`config.mk`:
```
export PLATFORM = sky130hd
export DESIGN_NAME = prog_feeder
export DESIGN_NICKNAME = d
export VERILOG_FILES = /design/src/rtl/prog_feeder_pkg.sv /design/src/rtl/prog_feeder_ram.sv /design/src/rtl/prog_feeder.sv
export SDC_FILE = /design/constraint.sdc
export NUM_CORES = 1
export LEC_CHECK = 0
export BUFFER_PORTS_ARGS = -buffer_cell sky130_fd_sc_hd__buf_2
export CORE_UTILIZATION = 60
export CTS_CLUSTER_SIZE = 10
export DETAILED_ROUTE_END_ITERATION = 10
export HOLD_SLACK_MARGIN = 0.08
export PLACE_DENSITY_LB_ADDON = 0.12
export RECOVER_POWER = 25
export SYNTH_ARGS = -nofsm -noshare
export SYNTH_HDL_FRONTEND = slang
export SYNTH_SLANG_ARGS = --single-unit
```
`constraint.sdc`:
```
create_clock -name Clock -period 4 [get_ports Clock]
set_clock_uncertainty 0.15 [all_clocks]
set_input_delay 0.6 -clock Clock [delete_from_list [all_inputs] [get_ports Clock]]
set_output_delay 0.6 -clock Clock [all_outputs]
set_load 0.005 [all_outputs]
```
`src/rtl/prog_feeder_pkg.sv`:
```
// prog_feeder_pkg -- shared types and constants for the program feeder.
//   state_t     : controller states (S_FAULT exists only with PROG_FEEDER_TIMEOUT_EN)
//   OPC_MVI     : opcode whose following word is an immediate operand
//   OPC_HALT    : opcode that stops execution without issuing
//   TIMEOUT_MAX : watchdog limit on WAIT cycles (PROG_FEEDER_TIMEOUT_EN only)
package prog_feeder_pkg;

    typedef enum logic [2:0] {
        S_IDLE  = 3'd0,
        S_ISSUE = 3'd1,
        S_IMM   = 3'd2,
        S_WAIT  = 3'd3,
        S_HALT  = 3'd4
`ifdef PROG_FEEDER_TIMEOUT_EN
        ,
        S_FAULT = 3'd5
`endif
    } state_t;

    localparam logic [2:0] OPC_MVI     = 3'b001;
    localparam logic [2:0] OPC_HALT    = 3'b111;
    localparam logic [7:0] TIMEOUT_MAX = 8'd255;

endpackage

```
`src/rtl/prog_feeder_ram.sv`:
```
// prog_ram -- program memory: one synchronous write port, two asynchronous
// reads (at i_raddr and at i_raddr+1, wrapping). Contents have no reset.
//   i_clk      : clock
//   i_we       : write enable
//   i_waddr    : write address
//   i_wdata    : write data
//   i_raddr    : read address
//   o_rdata    : mem[i_raddr]
//   o_rdata_nx : mem[i_raddr+1 mod 2^ADDR_W]
module prog_ram
    import prog_feeder_pkg::*;
#(
    parameter int ADDR_W = 5,
    parameter int DATA_W = 16
) (
    input  logic              i_clk,
    input  logic              i_we,
    input  logic [ADDR_W-1:0] i_waddr,
    input  logic [DATA_W-1:0] i_wdata,
    input  logic [ADDR_W-1:0] i_raddr,
    output logic [DATA_W-1:0] o_rdata,
    output logic [DATA_W-1:0] o_rdata_nx
);

    logic [DATA_W-1:0] r_mem [2**ADDR_W];
    logic [ADDR_W-1:0] w_raddr_nx;

    assign w_raddr_nx = i_raddr + ADDR_W'(1);

    always_ff @(posedge i_clk) begin
        if (i_we) begin
            r_mem[i_waddr] <= i_wdata;
        end
    end

    assign o_rdata    = r_mem[i_raddr];
    assign o_rdata_nx = r_mem[w_raddr_nx];

endmodule

```
`src/rtl/prog_feeder.sv`:
```
// prog_feeder -- steps a small program memory and feeds instruction words
// (and mvi immediates) to a processor, waiting on Done between instructions.
// Optional macro PROG_FEEDER_TIMEOUT_EN adds a WAIT watchdog and FAULT state.
//   Clock, Reset          : clock, synchronous active-high reset
//   LdEn, LdAddr, LdData  : program load port (accepted in IDLE/HALT only)
//   Start                 : begin at address 0 (from IDLE/HALT/FAULT)
//   Done                  : processor finished current instruction (WAIT only)
//   DIN, Run              : word to processor, one-cycle issue pulse
//   PC                    : address of instruction in flight
//   Busy, Halted          : status
module prog_feeder
    import prog_feeder_pkg::*;
#(
    parameter int ADDR_W = 5,
    parameter int DATA_W = 16
) (
    input  logic              Clock,
    input  logic              Reset,
    input  logic              LdEn,
    input  logic [ADDR_W-1:0] LdAddr,
    input  logic [DATA_W-1:0] LdData,
    input  logic              Start,
    input  logic              Done,
    output logic [DATA_W-1:0] DIN,
    output logic              Run,
    output logic [ADDR_W-1:0] PC,
    output logic              Busy,
    output logic              Halted
);

    state_t            r_state;
    logic [ADDR_W-1:0] r_pc;
    logic [DATA_W-1:0] r_din;
    logic              r_mvi;
`ifdef PROG_FEEDER_TIMEOUT_EN
    logic [7:0]        r_wdog;
`endif

    logic [DATA_W-1:0] w_word;
    logic [DATA_W-1:0] w_word_nx;
    logic [2:0]        w_opc;
    logic              w_we;

    assign w_opc = w_word[DATA_W-1 -: 3];
    assign w_we  = LdEn && ((r_state == S_IDLE) || (r_state == S_HALT));

    prog_ram #(
        .ADDR_W (ADDR_W),
        .DATA_W (DATA_W)
    ) u_ram (
        .i_clk      (Clock),
        .i_we       (w_we),
        .i_waddr    (LdAddr),
        .i_wdata    (LdData),
        .i_raddr    (r_pc),
        .o_rdata    (w_word),
        .o_rdata_nx (w_word_nx)
    );

    always_ff @(posedge Clock) begin
        if (Reset) begin
            r_state <= S_IDLE;
            r_pc    <= '0;
            r_din   <= '0;
            r_mvi   <= 1'b0;
`ifdef PROG_FEEDER_TIMEOUT_EN
            r_wdog  <= '0;
`endif
        end else begin
            case (r_state)
                S_IDLE, S_HALT
`ifdef PROG_FEEDER_TIMEOUT_EN
                , S_FAULT
`endif
                : begin
                    if (Start) begin
                        r_pc    <= '0;
                        r_state <= S_ISSUE;
                    end
                end
                S_ISSUE: begin
                    r_din <= w_word;
`ifdef PROG_FEEDER_TIMEOUT_EN
                    r_wdog <= '0;
`endif
                    if (w_opc == OPC_HALT) begin
                        r_state <= S_HALT;
                    end else if (w_opc == OPC_MVI) begin
                        r_mvi   <= 1'b1;
                        r_state <= S_IMM;
                    end else begin
                        r_mvi   <= 1'b0;
                        r_state <= S_WAIT;
                    end
                end
                S_IMM: begin
                    r_din   <= w_word_nx;
                    r_state <= S_WAIT;
`ifdef PROG_FEEDER_TIMEOUT_EN
                    r_wdog  <= '0;
`endif
                end
                S_WAIT: begin
                    if (Done) begin
                        r_pc    <= r_pc + (r_mvi ? ADDR_W'(2) : ADDR_W'(1));
                        r_state <= S_ISSUE;
                    end
`ifdef PROG_FEEDER_TIMEOUT_EN
                    // 255th consecutive WAIT cycle without Done ends in FAULT
                    else if (r_wdog == TIMEOUT_MAX - 8'd1) begin
                        r_state <= S_FAULT;
                    end else begin
                        r_wdog <= r_wdog + 8'd1;
                    end
`endif
                end
                default: r_state <= S_IDLE;
            endcase
        end
    end

    // ISSUE/IMM present the memory word directly so a same-edge write or PC
    // update is visible with no latency; other states replay the last word.
    always_comb begin
        DIN = r_din;
        Run = 1'b0;
        case (r_state)
            S_ISSUE: begin
                DIN = w_word;
                Run = (w_opc != OPC_HALT);
            end
            S_IMM:   DIN = w_word_nx;
            default: ;
        endcase
    end

    assign PC   = r_pc;
    assign Busy = (r_state == S_ISSUE) || (r_state == S_IMM) || (r_state == S_WAIT);
`ifdef PROG_FEEDER_TIMEOUT_EN
    assign Halted = (r_state == S_HALT) || (r_state == S_FAULT);
`else
    assign Halted = (r_state == S_HALT);
`endif

endmodule

```
==> flow_summary.toml <==
[outcome]
outcome = "finished, violations left"
violations = "DRC"

[timing]
relSlewSlack = 0.0634
min_period_over_period = 0.982
drv_slew = 0
rsz0062_at_grt = "yes"
worst_pin_slew_ns = 1.40
hold_viol_final = 0
max_freq_ghz = 0.255
setup_viol = 0
final.min_clock_period_ns = 3.93

[route]
wire_per_inst_um = 33.8
wl_um = 67800
route.met2.wl_um = 32600
wl_met1_um = 26100
top_layer_used = "met5"
vias = 14700
met3_length_um = 6920
drt_pass1_iterations = 9
drt_iter0_markers = 2080
ant_nets = 0
vias_per_cell = 7.33
drc = 12

[yosys]
synthCells = 1321
synth_ff_type = "edfxtp_1"
synth_area_leaders = "edfxtp_1 (61%), mux4_2 (23%), dfxtp_1 (2.4%), mux2i_1 (1.8%), nand2_1 (1.4%)"
syn_area_sq_um = 25000
synth_cell_types = 43
yosysWarnings = 0
synth-seq-cells = 542
ys_async_sr_fraction = 0
syn_nets = 1351
synth_top_area_share = 0.614
synth_seq_area_share = 0.638
synth_area_per_cell_sq_um = 19.0
synth-edff-count = 512
synth_top_cell_by_area = "edfxtp_1"

[clock_tree]
cts_tree = "built"
clockBufferDepth = 3
insertion_delay_ns = 0.62
cts_buffers = 61
cts-htree-levels = 2
numClockSinks = 542
cts.clk_slew.worst_paths_ns = 0.06
root_buffer = "clkbuf_16"

[worst_setup_path]
r2r_slack_ns = 1.16
r2r_cells = 7
crit_arrival_ns = 3.18
cp.required_ns = 3.25
r2r_start = "PC[1]"
setup.worst_path.class = "reg -> out"
critPathLaunchType = "flop"
cp_max_fo = 7
rr_endpoint = "r_din[15]"
end_kind = "primary output"

[min_path]
worstHoldPathType = "in -> reg"
min_to = "r_state[1]"
min-delay-start = "Done"
hold_path_depth = 4

[cells_and_area]
fin_util = 0.691
layout-drive-gt1-share = 0.362
final_nets = 1461
final_cells = 2003
fillCellCount = 2563
regArea_sq_um = 16000
area_delta_synth_final_pct = 13.2
multi_input_area_sq_um = 8720
n_antenna_cell = 0

[grt]
antenna_found_initial = 1
grt_pass1_wl_um = 97000
grt.overflow.total = 0
track_usage = 0.328
grt_pass1_vias = 14500
grt_max_degree = 52

[floorplan]
initial_core_util = 0.611
chipWidth_um = 206
boundaryPins = 50
die_area_sq_um = 42600
die_h_um = 206
rows = 74
core_sq_um = 41000

[pwr]
finalPower_mw = 11.9
p_leak_nw = 8.61
max-vdd-ir-drop_v = 0.000347
p_per_area_nw_per_um2 = 419

[job]
maxCapViolations = 0

[place]
dp.cells = 1887
dpl.hpwl_um = 40200
io_buffers = 49
place.gp.congestion = 0.852
[worst max-delay path: stages, from the launching register on]
cell	delay, ns
dfxtp_4	0.37
ha_4	0.29
buf_12	0.15
mux4_2	0.52
mux4_2	0.49
mux2_4	0.29
a221o_1	0.31
buf_2	0.13
[layout by cell type, fill, tap and decap left out, types with 17 or more instances in the layout]
master / count
nor2_2: 32
nor2_1: 21
edfxtp_1: 512
dfxtp_1: 24
mux2i_1: 45
a22oi_1: 35
clkbuf_1: 48
buf_2: 39
nand3_1: 17
mux4_2: 255
nand2_1: 96
clkbuf_16: 63
mux2_2: 28
buf_4: 70
[report_power, final]
group / internal, mW / leakage, nW / switching, mW / total, mW
Sequential: 6.27 / 4.86 / 0.0278 / 6.30
Clock: 2.81 / 0.814 / 2.13 / 4.94
Combinational: 0.238 / 2.94 / 0.405 / 0.644
Total: 9.32 / 8.61 / 2.56 / 11.9
[Yosys cell counts, drive strengths merged, types with 2 or more instances]
cell and count:
o21ai 2, nor3b 2, a31oi 13, a22oi 35, and3 2, nand3 18
o211ai 7, a21oi 14, mux2i 48, a221oi 13, o221ai 13, mux4 255
nand2 96, xnor2 3, nor2b 10, or3b 3, nand2b 3, edfxtp 512
xor2 4, ha 3, and2 3, o2111ai 13, nand4 14, o22ai 7
mux2 29, buf 58, a221o 2, nor2 53, or3 3, clkbuf 38
dfxtp 30, inv 4, nand3b 3, nor3 3
[registers in the layout, summed over array words and instances, names as in the netlist, named ones only]
signal,count
PC,5
r_din,16
r_mvi,1
r_state,3
u_ram.r_mem,512
[metal layers]
metal / vias to the layer above / GRT usage
met3: 128 / 0.0626
met5: - / 0
met4: 2 / 0.112
met1: 7739 / 0.472
met2: 957 / 0.510
li1: 5865 / -
[kinds of logic (layout without fill, tap and decap cells)]
logic type / after synthesis / after routing / synth area share
buf+inv: 100 / 250 / 0.0205
fa+ha+maj: 4 / 4 / 0.00230
compound gates: 122 / 122 / 0.0362
mux: 332 / 332 / 0.263
simple gates: 214 / 214 / 0.0382
xor+xnor: 7 / 7 / 0.00245
flops: 542 / 542 / 0.638
[area by class of cell]
class,count,share of cell area
multi-input combinational,679,0.308
timing repair buffer,143,0.0438
sequential,542,0.564
clock buffer,99,0.0589
tap,532,0.0235
clock inverter,4,0.00110
inverter,4,0.000530
[metrics by stage]
stage / worst slack [ns] / area (sq um) / TNS, ns / hold slack (ns)
after floorplan: 0.616 / 25000 / 0 / 0.315
after global placement: 0.526 / 26400 / 0 / 0.327
after detailed placement: 0.495 / 26400 / 0 / 0.333
after CTS: -0.00229 / 28200 / -0.00229 / 0.124
after global routing: -0.00193 / 28300 / -0.00193 / 0.165
final: 0.0729 / 28300 / 0 / 0.167
[repair_timing]
action | in CTS | in global routing
gates cloned | 1 | 2
pin swaps | 1 | 0
setup buffers | 4 | 6
gates resized for setup | 14 | 10
hold buffers | 0 | 0
setup endpoints to repair | 16 | 14
[worst max path at each step]
stage | from | end
floorplan | PC[1] | DIN[1]
global placement | PC[1] | DIN[6]
detailed placement | PC[1] | DIN[15]
CTS | flop | DIN[15]
global route | PC[1] | DIN[15]
finish | PC[1] | DIN[15]
(Power assumes the default switching activity.)
